### src/rtl/teclado_pkg.sv
// Shared constants and sizing helpers for the kcpsm3 keypad event peripheral.
// Holds the default port map, the processor data width and counter sizing functions.
package teclado_pkg;

    localparam int DATA_W = 8;

    localparam logic [DATA_W-1:0] PORT_EVT_DEF = 8'h01;
    localparam logic [DATA_W-1:0] PORT_LVL_DEF = 8'h02;

    localparam int               N_BTN_DEF      = 4;
    localparam int               DEB_CYCLES_DEF = 500000;
    localparam logic [DATA_W-1:0] REP_EN_DEF    = 8'h03;
    localparam int               REP_DELAY_DEF  = 25000000;
    localparam int               REP_PERIOD_DEF = 5000000;

    typedef enum logic [1:0] {
        SEL_NONE = 2'd0,
        SEL_EVT  = 2'd1,
        SEL_LVL  = 2'd2
    } rd_sel_e;

    // Bits needed to hold the values 0 .. v-1.
    function automatic int clog2(input int v);
        int r;
        r = 0;
        for (int x = v - 1; x > 0; x = x >> 1) begin
            r++;
        end
        return r;
    endfunction

    function automatic int max2(input int a, input int b);
        return (a > b) ? a : b;
    endfunction

endpackage

### src/rtl/teclado_eventos_pb_if.sv
// kcpsm3 input-bus view of the keypad peripheral: port read plus level interrupt.
// master is the processor side, slave is the peripheral side.
interface teclado_eventos_pb_if;
    import teclado_pkg::*;

    logic [DATA_W-1:0] port_id;
    logic              read_strobe;
    logic [DATA_W-1:0] in_port;
    logic              interrupt;
    logic              interrupt_ack;

    modport master (
        output port_id,
        output read_strobe,
        output interrupt_ack,
        input  in_port,
        input  interrupt
    );

    modport slave (
        input  port_id,
        input  read_strobe,
        input  interrupt_ack,
        output in_port,
        output interrupt
    );

endinterface

### src/rtl/teclado_eventos_pb_debounce_canal.sv
// One button channel: two-flop synchroniser, debounce counter, press edge detect
// and optional auto-repeat generator. press_pulse is a registered one-cycle pulse.
module debounce_canal
    import teclado_pkg::*;
#(
    parameter int DEB_CYCLES = DEB_CYCLES_DEF,
    parameter bit REP_ENABLE = 1'b0,
    parameter int REP_DELAY  = REP_DELAY_DEF,
    parameter int REP_PERIOD = REP_PERIOD_DEF
) (
    input  logic clk,
    input  logic reset,
    input  logic raw,
    output logic stable,
    output logic press_pulse
);

    localparam int CW    = clog2(DEB_CYCLES);
    localparam int RW_RAW = clog2(max2(REP_DELAY, REP_PERIOD));
    localparam int RW    = (RW_RAW < 1) ? 1 : RW_RAW;

    localparam logic [CW-1:0] DEB_LAST = CW'(DEB_CYCLES - 1);
    localparam logic [RW-1:0] DLY_LAST = RW'(REP_DELAY - 1);
    localparam logic [RW-1:0] PER_LAST = RW'(REP_PERIOD - 1);

    logic          sync_p0;
    logic          sync_p1;
    logic [CW-1:0] cnt;
    logic [RW-1:0] rcnt;
    logic          rep_run;

    logic          accept;
    logic          rise;
    logic          stable_nxt;
    logic          rep_fire;

    // rep_run selects the first-repeat delay versus the steady repeat period.
    always_comb begin
        accept     = (sync_p1 != stable) && (cnt == DEB_LAST);
        rise       = accept && sync_p1;
        stable_nxt = accept ? sync_p1 : stable;
        rep_fire   = REP_ENABLE && stable && stable_nxt &&
                     (rcnt == (rep_run ? PER_LAST : DLY_LAST));
    end

    always_ff @(posedge clk) begin
        if (reset) begin
            sync_p0     <= 1'b0;
            sync_p1     <= 1'b0;
            cnt         <= '0;
            stable      <= 1'b0;
            press_pulse <= 1'b0;
            rcnt        <= '0;
            rep_run     <= 1'b0;
        end else begin
            sync_p0 <= raw;
            sync_p1 <= sync_p0;

            if (sync_p1 != stable) begin
                cnt <= accept ? '0 : cnt + 1'b1;
            end else begin
                cnt <= '0;
            end

            stable      <= stable_nxt;
            press_pulse <= rise | rep_fire;

            // Release (seen through stable_nxt) clears the repeat timer on the same edge.
            if (!REP_ENABLE || !stable_nxt || rise) begin
                rcnt    <= '0;
                rep_run <= 1'b0;
            end else if (rep_fire) begin
                rcnt    <= '0;
                rep_run <= 1'b1;
            end else begin
                rcnt <= rcnt + 1'b1;
            end
        end
    end

endmodule

### src/rtl/teclado_eventos_pb.sv
// Keypad event peripheral for the kcpsm3 input bus: per-button debounce channels,
// clear-on-read event latch, registered read mux and level interrupt.
module teclado_eventos_pb
    import teclado_pkg::*;
#(
    parameter int               N_BTN      = N_BTN_DEF,
    parameter int               DEB_CYCLES = DEB_CYCLES_DEF,
    parameter logic [DATA_W-1:0] REP_EN    = REP_EN_DEF,
    parameter int               REP_DELAY  = REP_DELAY_DEF,
    parameter int               REP_PERIOD = REP_PERIOD_DEF,
    parameter logic [DATA_W-1:0] PORT_EVT  = PORT_EVT_DEF,
    parameter logic [DATA_W-1:0] PORT_LVL  = PORT_LVL_DEF
) (
    input  logic             clk,
    input  logic             reset,
    input  logic [N_BTN-1:0] btn,
    teclado_eventos_pb_if.slave bus
);

    logic [N_BTN-1:0]  stable;
    logic [N_BTN-1:0]  set;
    logic [N_BTN-1:0]  evt;
    logic [N_BTN-1:0]  clr_mask;
    rd_sel_e           rd_sel;
    logic [DATA_W-1:0] evt_ext;
    logic [DATA_W-1:0] lvl_ext;
    logic [DATA_W-1:0] rd_data;

    for (genvar i = 0; i < N_BTN; i++) begin : g_canal
        debounce_canal #(
            .DEB_CYCLES (DEB_CYCLES),
            .REP_ENABLE (REP_EN[i]),
            .REP_DELAY  (REP_DELAY),
            .REP_PERIOD (REP_PERIOD)
        ) u_canal (
            .clk         (clk),
            .reset       (reset),
            .raw         (btn[i]),
            .stable      (stable[i]),
            .press_pulse (set[i])
        );
    end

    // Clear uses the value already on in_port, so only reported bits are dropped.
    always_comb begin
        rd_sel = SEL_NONE;
        if (bus.port_id == PORT_EVT) begin
            rd_sel = SEL_EVT;
        end else if (bus.port_id == PORT_LVL) begin
            rd_sel = SEL_LVL;
        end

        evt_ext              = '0;
        evt_ext[N_BTN-1:0]   = evt;
        lvl_ext              = '0;
        lvl_ext[N_BTN-1:0]   = stable;

        case (rd_sel)
            SEL_EVT: rd_data = evt_ext;
            SEL_LVL: rd_data = lvl_ext;
            default: rd_data = '0;
        endcase

        clr_mask = '0;
        if (bus.read_strobe && (rd_sel == SEL_EVT)) begin
            clr_mask = bus.in_port[N_BTN-1:0];
        end
    end

    always_ff @(posedge clk) begin
        if (reset) begin
            evt           <= '0;
            bus.in_port   <= '0;
            bus.interrupt <= 1'b0;
        end else begin
            evt         <= (evt & ~clr_mask) | set;
            bus.in_port <= rd_data;
            if (set != '0) begin
                bus.interrupt <= 1'b1;
            end else if (bus.interrupt_ack) begin
                bus.interrupt <= 1'b0;
            end
        end
    end

endmodule
### src/flat_wrapper.sv
// flat-port wrapper written by rule: the top's interface ports become plain ports
module teclado_eventos_pb_flat import teclado_pkg::*;
#(
    parameter int               N_BTN      = N_BTN_DEF,
    parameter int               DEB_CYCLES = DEB_CYCLES_DEF,
    parameter logic [DATA_W-1:0] REP_EN    = REP_EN_DEF,
    parameter int               REP_DELAY  = REP_DELAY_DEF,
    parameter int               REP_PERIOD = REP_PERIOD_DEF,
    parameter logic [DATA_W-1:0] PORT_EVT  = PORT_EVT_DEF,
    parameter logic [DATA_W-1:0] PORT_LVL  = PORT_LVL_DEF
)
  (clk, reset, btn, bus_port_id, bus_read_strobe, bus_interrupt_ack, bus_in_port, bus_interrupt);
  teclado_eventos_pb_if bus_i ();
  input  logic clk;
  input  logic reset;
  input  logic [N_BTN-1:0] btn;
  input wire logic [$bits(bus_i.port_id)-1:0] bus_port_id;
  input wire logic [$bits(bus_i.read_strobe)-1:0] bus_read_strobe;
  input wire logic [$bits(bus_i.interrupt_ack)-1:0] bus_interrupt_ack;
  output wire logic [$bits(bus_i.in_port)-1:0] bus_in_port;
  output wire logic [$bits(bus_i.interrupt)-1:0] bus_interrupt;
  assign bus_i.port_id = bus_port_id;
  assign bus_i.read_strobe = bus_read_strobe;
  assign bus_i.interrupt_ack = bus_interrupt_ack;
  assign bus_in_port = bus_i.in_port;
  assign bus_interrupt = bus_i.interrupt;
  teclado_eventos_pb #(.N_BTN(N_BTN), .DEB_CYCLES(DEB_CYCLES), .REP_EN(REP_EN), .REP_DELAY(REP_DELAY), .REP_PERIOD(REP_PERIOD), .PORT_EVT(PORT_EVT), .PORT_LVL(PORT_LVL)) u_core (.clk(clk), .reset(reset), .btn(btn), .bus(bus_i));
endmodule
### config.mk
export PLATFORM = sky130hd
export DESIGN_NAME = teclado_eventos_pb_flat
export DESIGN_NICKNAME = d
export VERILOG_FILES = /design/src/rtl/teclado_pkg.sv /design/src/rtl/teclado_eventos_pb_if.sv /design/src/rtl/teclado_eventos_pb_debounce_canal.sv /design/src/rtl/teclado_eventos_pb.sv /design/src/flat_wrapper.sv
export SDC_FILE = /design/constraint.sdc
export NUM_CORES = 1
export LEC_CHECK = 0
export CAP_MARGIN = 20
export CORE_MARGIN = 3
export CORE_UTILIZATION = 46
export DETAILED_ROUTE_END_ITERATION = 8
export GPL_TIMING_DRIVEN = 0
export PLACE_DENSITY_LB_ADDON = 0.05
export SYNTH_ARGS = -nofsm -noshare
export SYNTH_HDL_FRONTEND = slang
export SYNTH_SLANG_ARGS = --single-unit
### constraint.sdc
create_clock -name clk -period 3.3 [get_ports clk]
set_input_delay 0.33 -clock clk [delete_from_list [all_inputs] [get_ports clk]]
set_output_delay 0.33 -clock clk [all_outputs]
set_load 0.005 [all_outputs]
# After elaboration in Yosys (flattened, before gate mapping)
# Cells that the tools add are included.
# word_totals
elab_cells	93
output_inout_bits	9
ff_bits	157
inputBits	16
# op_classes
bitwise_logic	9
reduce_logical	27
eq_ne	14
n_mux	10
n_addsub	6
# ops
op	n
19-bit by 1-bit adder with 19-bit output (second input constant)	4
19-bit == test (second input constant)	4
25-bit by 1-bit adder with 25-bit output (second input constant)	2
25-bit == test	2
25-bit 2-to-1 mux	2
3-bit OR reduction	6
1-bit logical AND	13
8-bit by 1-bit == test with 1-bit output (second input constant)	1
8-bit by 2-bit == test with 1-bit output (second input constant)	1
4-bit one-hot mux with 2 select lines	1
4-bit AND	1
1-bit 2-to-1 mux	4
2-bit 2-to-1 mux	2
4-bit 2-to-1 mux	1
1-bit != test	4
1-bit NOT	4
4-bit NOT	1
4-bit OR	1
4-bit nonzero test	1
2-bit OR reduction	2
2-bit by 1-bit == test with 1-bit output (second input constant)	1
2-bit == test (second input constant)	1
1-bit zero test	2
1-bit logical OR	2
other kinds (2)	3

# Longest topological paths before layout
# Gate-level depths: netlist of run 1.
# logic_depth
depth_word	9
mapped_depth	8
depth_no_buf	6

# Cells and area by module
# A second synthesis of run 1 with hierarchy kept.
# hier_totals
hier_cells	786
hier_area_um2	7228.2
# modules_own_cells
mod	area_each_um2	n_inst	cells_each	seq_area_each_um2
debounce_canal (u_core.g_canal[0].u_canal ...)	2347.3	2	257	980.9
debounce_canal (u_core.g_canal[2].u_canal ...)	1047.3	2	112	460.4
teclado_eventos_pb	439.2	1	48	180.2

# Worst setup path before layout of run 1
# Ideal clock, no wire load.
# synth_timing
path_type	register -> register
from	reg u_core.g_canal[0].u_canal.rcnt[20]
to	reg u_core.g_canal[0].u_canal.rcnt[12]
stages_incl_launch_ff	8
arrival_ps	2011
path_buffers	2
setup_time_ps	115
path_slack_ps	1175
required_time_ps	3185
period_less_slack_ps	2125
path_cell_list	dfxtp_1 -> or4_1 -> or4_1 -> a2111oi_2 -> nand2b_1 -> buf_6 -> buf_8 -> nor2_1
# synth_between
elab_chain_len	3
# synth_rtl
element	line_no	rtl
start: declaration	teclado_eventos_pb_debounce_canal.sv:29	logic [RW-1:0] rcnt;
start signal: assignment	teclado_eventos_pb_debounce_canal.sv:76	rcnt <= rcnt + 1'b1;
25-bit == test	teclado_eventos_pb_debounce_canal.sv:43	(rcnt == (rep_run ? PER_LAST : DLY_LAST));
1-bit logical AND	teclado_eventos_pb_debounce_canal.sv:42	rep_fire = REP_ENABLE && stable && stable_nxt &&
3-bit OR reduction (no source line)	--	
# No other way between the ends.
# A chain may end at the register's enable or synchronous reset.

# Final worst setup path of run 1
# layout_timing
from	reg u_core.g_canal[3].u_canal.cnt[0]
to	reg u_core.g_canal[3].u_canal.cnt[6]
# layout_between
elab_chain_len	3
word_cells_on_any_way	4
classes_between	add/sub (1); eq/ne (1); reduce/logical (2)
# layout_rtl
element	line_no	rtl
start: declaration	teclado_eventos_pb_debounce_canal.sv:28	logic [CW-1:0] cnt;
start signal: assignment	teclado_eventos_pb_debounce_canal.sv:60	cnt <= accept ? '0 : cnt + 1'b1;
branches (longest 3 deep; another with 19-bit by 1-bit adder with 19-bit output)	--	
# Parallel ways; which one is timed is not known.

==> results of run 1 <==
[worst max-delay path, cell delays in order, from the launching register on]
cell,delay [ns]
dfxtp_1,0.36
ha_1,0.21
and3_1,0.23
nand4_1,0.13
nor4_1,0.52
or3_1,0.17
buf_2,0.21
buf_1,0.39
nor2_1,0.10
[flip-flops by register name, indices dropped and copies added (netlist names)]
signal,count
u_core.bus.in_port,4
u_core.bus.interrupt,1
u_core.evt,4
u_core.g_canal.u_canal.cnt,76
u_core.g_canal.u_canal.press_pulse,4
u_core.g_canal.u_canal.rcnt,50
u_core.g_canal.u_canal.rep_run,2
u_core.g_canal.u_canal.stable,4
u_core.g_canal.u_canal.sync_p0,4
u_core.g_canal.u_canal.sync_p1,4
[metrics by stage]
step	area, um^2	std cells
2_1_floorplan	6470	732
3_3_place_gp	6880	927
3_5_place_dp	6880	927
4_1_cts	7460	959
5_1_grt	7460	960
6_report	7460	960
[cell usage after synthesis, types with 2 or more instances]
library cell	number	area share
a2111oi_2	2	0.0046
a21oi_1	5	0.0039
a22oi_1	4	0.0046
and2_1	2	0.0019
and3_1	20	0.019
and4_1	8	0.011
buf_1	2	0.0012
buf_2	4	0.0031
buf_4	4	0.0046
buf_8	2	0.0046
clkbuf_1	8	0.0046
dfxtp_1	153	0.47
ha_1	6	0.012
inv_1	13	0.0076
mux2i_1	4	0.0062
nand2_1	43	0.025
nand2b_1	4	0.0039
nand3_1	56	0.043
nand3b_1	2	0.0023
nand4_1	33	0.032
nor2_1	166	0.096
nor2b_1	11	0.011
nor3_1	14	0.011
nor4_1	13	0.013
nor4b_1	9	0.012
nor4bb_1	2	0.0031
or2_2	5	0.0048
or3_1	2	0.0019
or4_1	5	0.0058
xnor2_1	48	0.065
xor2_1	70	0.095
[final timing paths]
check | from | endpoint | slack [ns] | cells after the start
max | u_core.g_canal[3].u_canal.cnt[0]$_SDFF_PP0_ | u_core.g_canal[3].u_canal.cnt[6]$_SDFF_PP0_ | 0.84 | 8
min | reset | u_core.g_canal[0].u_canal.sync_p1$_SDFF_PP0_ | 0.31 | 2
max reg2reg | u_core.g_canal[3].u_canal.cnt[0]$_SDFF_PP0_ | u_core.g_canal[3].u_canal.cnt[6]$_SDFF_PP0_ | 0.84 | 8
min reg2reg | u_core.g_canal[2].u_canal.sync_p0$_SDFF_PP0_ | u_core.g_canal[2].u_canal.sync_p1$_SDFF_PP0_ | 0.44 | 1
[kinds of logic (layout without fill, tap and decap cells)]
logic type | count (synthesis) | in the layout
fa+ha+maj | 6 | 6
mux | 4 | 4
xor+xnor | 118 | 118
compound gates | 13 | 13
other cells | 1 | 4
buf+inv | 34 | 86
simple gates | 400 | 400
flops | 153 | 153
[layout make-up]
class                   instances  area [um^2]
inverters                      13         48.8
well taps                     176          220
clock buffers                  19          433
plain buffers                  21          129
fillers                      1240         6040
flip-flops and latches        153         3060
repair buffers                 20          195
clock inverters                13          146
multi-input cells             545         3230
[power groups by stage]
stage          sequential, mW  combinational, mW  clock [mW]
5_1_grt                  1.86             0.0538        2.01
2_1_floorplan            1.90             0.0241           0
4_1_cts                  1.86             0.0487        1.94
3_5_place_dp             1.90             0.0483           0
3_3_place_gp             1.90             0.0484           0
6_report                 1.86             0.0481        1.88
[metal layers]
metal | GRT usage | share of wire | vias up
met4 | 0.0806 | 0.020 | 0
met2 | 0.255 | 0.46 | 70
met3 | 0.0429 | 0.032 | 21
met5 | 0 | 0 | -
li1 | - | - | 2555
met1 | 0.210 | 0.49 | 2253
==> impl_metrics.tcl, run 1 <==
set metrics [dict create \
    grt_overflow 0 \
    pre_cts_slack_ns 0.847 \
    yosys.area_share.simple 0.304 \
    required_ns 3.59 \
    rows 42 \
    grt_antenna_before_repair 0 \
    crit_path_end_kind "flip-flop" \
    cts_resized 0 \
    wl_per_cell_um 12.8 \
    power.leakage_nw 2.38 \
    synth-edff-count 0 \
    worst-slew-pin-transition_ns 0.999 \
    worst_ep_arrival_time_ns 2.76 \
    cp_max_fo 10 \
    dieWidth_um 124 \
    ctsLongestPathBuffers 2 \
    p_switching_mw 0.790 \
    internal-power_mw 3.00 \
    portBuffers 19 \
    insertion_delay_ns 0.42 \
    yosysUniqueCellTypes 40 \
    netlist_area_um2 6460 \
    cts_tree "done" \
    grt_pass1_vias 4711 \
    power_mw 3.79 \
    ys_warn_count 0 \
    vias 4899 \
    diodes 0 \
    layout.cells.most_common "nor2_1" \
    grt_max_degree 17 \
    synth_fa_ha_area_frac 0.0116 \
    core_um2 13500 \
    hold_buffers 0 \
    clk_pin_slew_ns 0.06 \
    fin_setup_tns_ns 0 \
    synth_mux_area_frac 0.00620 \
    min_period_ns 2.46 \
    worst_slack_ns 0.835 \
    setup_viol 0 \
    drive_gt1_frac 0.0638 \
    viasPerCell 5.10 \
    route.detailed.drc 0 \
    cts_buffers 17 \
    dr.pass1.iters 4 \
    post_cts_buffers 0 \
    fin_nets 793 \
    finalClockSkew_ns 0.00536 \
    hold_viol 0 \
    grt_setup_unrepaired "no" \
    pwr-share-seq 0.490 \
    maxSlewHeadroom 0.328 \
    utilization 0.553 \
    routed_wl_um 12300 \
    maxCapViolations 0 \
    start_util 0.478 \
    clkPwrFrac 0.497 \
    boundaryPins 25 \
    area_growth_pct 15.6 \
    htreeDepth 4 \
    hold_slack_ns 0.310 \
    crit_type "flip-flop to flip-flop" \
    gp_congestion 0.807 \
    swShare 0.209 \
    hp-class "input port to flip-flop" \
    power_density_nw_per_um2 507 \
    syn_inst 729 \
    fin_crit_sh 0.747 \
    status "finished clean" \
    ant_nets 0 \
    cts_root_buffer "clkbuf_16" \
    ys.flop_type "dfxtp_1" \
    async_flop_share 0 \
    drt-initial-drc-count 226 \
    ys_ff_latch 153 \
    grt_pass1_wl_um 21300 \
    synth_compound_area_frac 0.0159 \
    hpwl_um 8780 \
    seq_area_frac_synth 0.474 \
    dieArea_um2 15500 \
    synth_top_family_by_area "simple AND/OR/NAND/NOR gates" \
    fmax_mhz 406 \
    grtUsageTotal 0.164 \
    cts_sinks 153 \
    syn_area_per_cell_um2 8.86 \
    die_y_um 124 \
    ir_drop_v 0.000351 \
    start_kind "flip-flop" \
    synth_xor_area_frac 0.160 \
    final_cell_mix "166 x nor2_1, 153 x dfxtp_1, 70 x xor2_1, 56 x nand3_1, 48 x xnor2_1" \
    drv_slew 0 \
    power_frac_comb 0.013 \
]
No activity file was read; power rests on OpenSTA's default activity.
==> inputs of run 2 (changes only) <==
==> constraint.sdc (replaced) <==
create_clock -name clk -period 2.4 [get_ports clk]
set_input_delay 0.24 -clock clk [delete_from_list [all_inputs] [get_ports clk]]
set_output_delay 0.24 -clock clk [all_outputs]
set_load 0.005 [all_outputs]
==> run 2 against run 1 <==
- utilization grew 0.50 points
- non-clock buffer count shrank 2
- clock skew is essentially flat
- flip-flop and latch count is the same
- worst hold slack lost 0.088 ns
- combinational power grew 36%
- count of clock-buffer cells in the layout is the same
- sequential power grew 37%
- critical path depth shrank 2
- via count shrank 0.41%
- first-iteration DRC count grew 24%
- setup slack lost 0.76 ns
- largest cell class unchanged
==> impl_metrics.tcl, run 2 (synthesis gave the netlist of run 1 again) <==
set metrics [dict create \
    status "finished clean" \
    clk_pin_slew_ns 0.06 \
    final_cell_count_no_fill 958 \
    cts_sinks 153 \
    p_switching_mw 1.09 \
    final_cell_mix "166 x nor2_1, 150 x dfxtp_1, 70 x xor2_1, 56 x nand3_1, 48 x xnor2_1" \
    power_frac_comb 0.013 \
    worstPathCellList "or4_1, or4_4, a2111oi_4, nand2b_4, clkbuf_16, nor2_1" \
    largest_register_ffs 76 \
    required_ns 2.71 \
    drive_gt1_frac 0.0767 \
    timing.rr.end "u_core.g_canal[0].u_canal.rcnt[14]$_SDFF_PP0_" \
    route.detailed.drc 0 \
    fmax_mhz 431 \
    htreeDepth 4 \
    min_from "reset" \
    clkPwrFrac 0.497 \
    hold_buffers 0 \
    worst_ep_arrival_time_ns 2.64 \
    worst_slack_ns 0.0788 \
    routed_wl_um 12300 \
    rows 42 \
    start_kind "flip-flop" \
    cts_tree "done" \
    grtUsageTotal 0.164 \
    reg.largest.list "u_core.g_canal.u_canal.cnt: 76 flops, u_core.g_canal.u_canal.rcnt: 50 flops" \
    diodes 0 \
    crit_type "flip-flop to flip-flop" \
    core_um2 13500 \
    whs_path_depth 2 \
    grt_pass1_vias 4713 \
    grt_overflow 0 \
    insertion_delay_ns 0.42 \
    maxSlewHeadroom 0.313 \
    dr.pass1.iters 4 \
    wl_per_cell_um 12.8 \
    drt-initial-drc-count 281 \
    crit_slowest_cell "or4_1" \
    dp.cells 927 \
    setup_viol 0 \
    viasPerCell 5.09 \
    regMostFlops "u_core.g_canal.u_canal.cnt" \
    start_util 0.478 \
    grt_pass1_wl_um 21300 \
    portBuffers 19 \
    maxCapViolations 0 \
    ant_nets 0 \
    min_period_ns 2.32 \
    hp-class "input port to flip-flop" \
    vias 4879 \
    dieArea_um2 15500 \
    r2r_cells 6 \
    crit_path_end_kind "flip-flop" \
    area_growth_pct 16.6 \
    gp_congestion 0.807 \
    internal-power_mw 4.12 \
    ctsLongestPathBuffers 2 \
    hpwl_um 8780 \
    fin_crit_sh 0.967 \
    layout.cells.most_common "nor2_1" \
    cts_buffers 17 \
    pwr-share-seq 0.490 \
    grt_antenna_before_repair 0 \
    boundaryPins 25 \
    cpPeakStageDelay_ns 0.51 \
    worst-slew-pin-transition_ns 1.02 \
    cts_root_buffer "clkbuf_16" \
    power_density_nw_per_um2 691 \
    power.leakage_nw 2.40 \
    drv_slew 0 \
    r2r_slack_ns 0.08 \
    power_mw 5.21 \
    die_y_um 124 \
    pre_cts_slack_ns -0.0528 \
    hold_end "u_core.g_canal[0].u_canal.sync_p1$_SDFF_PP0_" \
    hold_viol 0 \
    ir_drop_v 0.000482 \
    dieWidth_um 124 \
    fin_nets 791 \
    r2r_start "u_core.g_canal[0].u_canal.rcnt[20]$_SDFF_PP0_" \
    finalClockSkew_ns 0.00500 \
    grt_max_degree 20 \
    swShare 0.209 \
    cp_max_fo 7 \
]
[run 2: cell types whose count changed in the layout (fill, tap and decap cells not counted), sizes merged]
cell	change
buf	-1
clkbuf	-1
[run 2: what timing repair did]
item                       CTS  global route
gates resized for setup      1             9
pin swaps                    0             1
gates cloned                 0             1
hold endpoints to repair     0             0
buffers inserted             0             2
setup endpoints to repair   30            62
[run 2: critical path: cells and delay by family, from the launching register on]
kind / cells / cell delay, ns
flops: 1 / 0.34
compound gates: 1 / 0.44
buf+inv: 1 / 0.16
simple gates: 4 / 1.27
[run 2: final cells by class]
type                            instances  area, um^2
Multi-Input combinational cell        545        3280
Clock inverter                         13         146
Fill cell                            1238        5970
Timing Repair Buffer                   23         235
Inverter                               13        48.8
Buffer                                 16         104
Clock buffer                           19         433
Sequential cell                       153        3070
Tap cell                              176         220
[run 2: worst max-delay path by stage]
stage	start	endpoint	slack, ns	cells past startpoint
global route	u_core.g_canal[1].u_canal.rcnt[0]$_SDFF_PP0_	u_core.g_canal[1].u_canal.rcnt[15]$_SDFF_PP0_	-0.01	8
detailed placement	u_core.g_canal[3].u_canal.cnt[0]$_SDFF_PP0_	u_core.g_canal[3].u_canal.cnt[6]$_SDFF_PP0_	-0.05	8
CTS	u_core.g_canal[0].u_canal.cnt[10]$_SDFF_PP0_	u_core.g_canal[0].u_canal.cnt[15]$_SDFF_PP0_	0.03	7
global placement	u_core.g_canal[3].u_canal.cnt[0]$_SDFF_PP0_	u_core.g_canal[3].u_canal.cnt[5]$_SDFF_PP0_	-0.02	8
finish	u_core.g_canal[0].u_canal.rcnt[20]$_SDFF_PP0_	u_core.g_canal[0].u_canal.rcnt[14]$_SDFF_PP0_	0.08	6
floorplan	u_core.g_canal[0].u_canal.rcnt[20]$_SDFF_PP0_	u_core.g_canal[0].u_canal.rcnt[12]$_SDFF_PP0_	0.27	7
[run 2: power groups by stage]
stage	Sequential, mW	Combinational [mW]	Clock (mW)
finish	2.55	0.0653	2.59
detailed placement	2.61	0.0665	0
global route	2.55	0.0732	2.76
floorplan	2.61	0.0331	0
CTS	2.55	0.0665	2.66
global placement	2.61	0.0665	0
[run 2: through the flow]
| step | hold slack [ns] | util | setup TNS [ns] | instance area (um^2) |
|---|---|---|---|---|
| 2_1_floorplan | 0.368 | - | 0 | 6470 |
| 3_3_place_gp | 0.420 | 0.509 | -0.143 | 6880 |
| 3_5_place_dp | 0.428 | 0.509 | -0.342 | 6880 |
| 4_1_cts | 0.210 | 0.553 | 0 | 7470 |
| 5_1_grt | 0.246 | 0.558 | -0.0137 | 7530 |
| 6_report | 0.222 | 0.558 | 0 | 7530 |
[run 2: routing by layer]
layer	vias to the layer above	wire, um	GRT usage
met2	51	5690	0.254
met3	17	334	0.0429
met4	0	215	0.0806
met1	2260	6070	0.211
li1	2551	-	-
met5	-	0	0
==> inputs of run 3 (changes only) <==
--- a/config.mk
+++ b/config.mk
@@ -10,7 +10,7 @@
 export CORE_UTILIZATION = 46
 export DETAILED_ROUTE_END_ITERATION = 8
 export GPL_TIMING_DRIVEN = 0
-export PLACE_DENSITY_LB_ADDON = 0.05
+export PLACE_DENSITY = 0.74
 export SYNTH_ARGS = -nofsm -noshare
 export SYNTH_HDL_FRONTEND = slang
 export SYNTH_SLANG_ARGS = --single-unit
==> run 3 against run 2 <==
- flip-flop and latch count unchanged
- count of clock-buffer cells in the layout grew 2
- clock power grew 15%
- via count up 0.33%
- first-iteration DRC count decreased by 16%
- register-to-register slack gained 0.03 ns
- sequential power about the same
- sequential share of layout area fell by 0.35 points
- worst hold slack better by 0.0058 ns
- clock skew increased by 0.0032 ns
- critical path type unchanged
==> impl_metrics.tcl, run 3 (synthesis gave the netlist of run 1 again) <==
set metrics [dict create \
    start_util 0.478 \
    route.detailed.drc 0 \
    finalClockSkew_ns 0.00819 \
    hp-class "input port to flip-flop" \
    power.leakage_nw 2.43 \
    grt_max_degree 20 \
    utilization 0.562 \
    vias 4895 \
    cts_tree "done" \
    grtUsageTotal 0.164 \
    r2r_start "u_core.g_canal[0].u_canal.rcnt[20]$_SDFF_PP0_" \
    area_growth_pct 17.6 \
    crit_type "flip-flop to flip-flop" \
    ant_nets 0 \
    ctsLongestPathBuffers 2 \
    crit_path_end_kind "flip-flop" \
    maxCapViolations 0 \
    viasPerCell 5.13 \
    ir_drop_v 0.000520 \
    timing.rr.end "u_core.g_canal[0].u_canal.rcnt[2]$_SDFF_PP0_" \
    nFillCells 1188 \
    hold_viol 0 \
    whs_path_depth 2 \
    power_density_nw_per_um2 737 \
    power_mw 5.60 \
    start_kind "flip-flop" \
    diodes 0 \
    fin_nets 788 \
    dieArea_um2 15500 \
    hold_buffers 0 \
    die_y_um 124 \
    fin_crit_sh 0.953 \
    r2r_slack_ns 0.11 \
    gp_congestion 0.793 \
    dr.pass1.iters 4 \
    layout.cells.most_common "nor2_1" \
    rows 42 \
    cp_max_fo 10 \
    post_cts_buffers 0 \
    wl_per_cell_um 12.9 \
    setup_viol 0 \
    r2r_cells 6 \
    min_from "reset" \
    largest_register_ffs 76 \
    cts_buffers 17 \
    hold_end "u_core.g_canal[0].u_canal.sync_p1$_SDFF_PP0_" \
    worst_ep_arrival_time_ns 2.60 \
    worst-slew-pin-transition_ns 0.984 \
    final_cell_mix "166 x nor2_1, 151 x dfxtp_1, 70 x xor2_1, 55 x nand3_1, 48 x xnor2_1" \
    grt_antenna_before_repair 0 \
    status "finished clean" \
    clk_pin_slew_ns 0.06 \
    drv_slew 0 \
    required_ns 2.71 \
    grt_overflow 0 \
    regMostFlops "u_core.g_canal.u_canal.cnt" \
    cts_root_buffer "clkbuf_16" \
    drt-initial-drc-count 236 \
    hpwl_um 8380 \
    grt_pass1_wl_um 21200 \
    routed_wl_um 12300 \
    drive_gt1_frac 0.0770 \
    grt_setup_unrepaired "no" \
    htreeDepth 4 \
    core_um2 13500 \
    fmax_mhz 437 \
    insertion_delay_ns 0.42 \
    maxSlewHeadroom 0.338 \
    cts_sinks 153 \
    min_period_ns 2.29 \
    reg.largest.list "u_core.g_canal.u_canal.cnt: 76 flops, u_core.g_canal.u_canal.rcnt: 50 flops" \
    boundaryPins 25 \
    dieWidth_um 124 \
    portBuffers 19 \
    grt_pass1_vias 4693 \
]
## run 3: how the worst max path moves through the flow
stage,start,to,cells after the start
2_1_floorplan,u_core.g_canal[0].u_canal.rcnt[20]$_SDFF_PP0_,u_core.g_canal[0].u_canal.rcnt[12]$_SDFF_PP0_,7
3_3_place_gp,u_core.g_canal[3].u_canal.cnt[0]$_SDFF_PP0_,u_core.g_canal[3].u_canal.cnt[12]$_SDFF_PP0_,8
3_5_place_dp,u_core.g_canal[3].u_canal.cnt[0]$_SDFF_PP0_,u_core.g_canal[3].u_canal.cnt[10]$_SDFF_PP0_,8
4_1_cts,u_core.g_canal[0].u_canal.rcnt[20]$_SDFF_PP0_,u_core.g_canal[0].u_canal.rcnt[2]$_SDFF_PP0_,7
5_1_grt,u_core.g_canal[1].u_canal.rcnt[6]$_SDFF_PP0_,u_core.g_canal[1].u_canal.rcnt[24]$_SDFF_PP0_,6
6_report,u_core.g_canal[0].u_canal.rcnt[20]$_SDFF_PP0_,u_core.g_canal[0].u_canal.rcnt[2]$_SDFF_PP0_,6
## run 3: critical path: stages (launching register included)
cell,delay [ns]
dfxtp_2,0.34
or4_4,0.53
or4_4,0.44
a2111oi_4,0.43
nand2b_4,0.26
buf_8,0.14
nor2_1,0.05
## run 3: per-stage QoR
stage	setup WS [ns]	TNS (ns)	std cells	hold slack [ns]	cell area, um^2
floorplan	0.275	0	732	0.368	6470
global placement	0.0306	0	927	0.417	6880
detailed placement	-0.00880	-0.0318	927	0.427	6880
CTS	0.0478	0	958	0.205	7550
global route	0.00747	0	955	0.222	7590
finish	0.113	0	955	0.228	7590
## run 3: metal layers
metal	vias to the layer above	part of all wire	track usage
met2	58	0.46	0.257
met3	22	0.033	0.0480
met5	-	0	0
met4	0	0.022	0.0696
li1	2540	-	-
met1	2275	0.48	0.209
## run 3: final cells by class
cell class              instances  area [um^2]  area share
repair buffers                 20          195      0.0257
inverters                      13         48.8     0.00643
well taps                     176          220      0.0290
clock inverters                11          191      0.0252
plain buffers                  16          106      0.0140
flip-flops and latches        153         3070       0.404
multi-input cells             545         3290       0.433
clock buffers                  21          480      0.0633
## run 3: report_power, final
group	switching, mW	internal [mW]
sequential	0.00516	2.55
combinational	0.0317	0.0343
clock	1.03	1.95
## run 3: repair_timing
item / in CTS / in global routing
gates resized for setup: 0 / 12
setup endpoints to repair: 10 / 89
pin swaps: 0 / 1
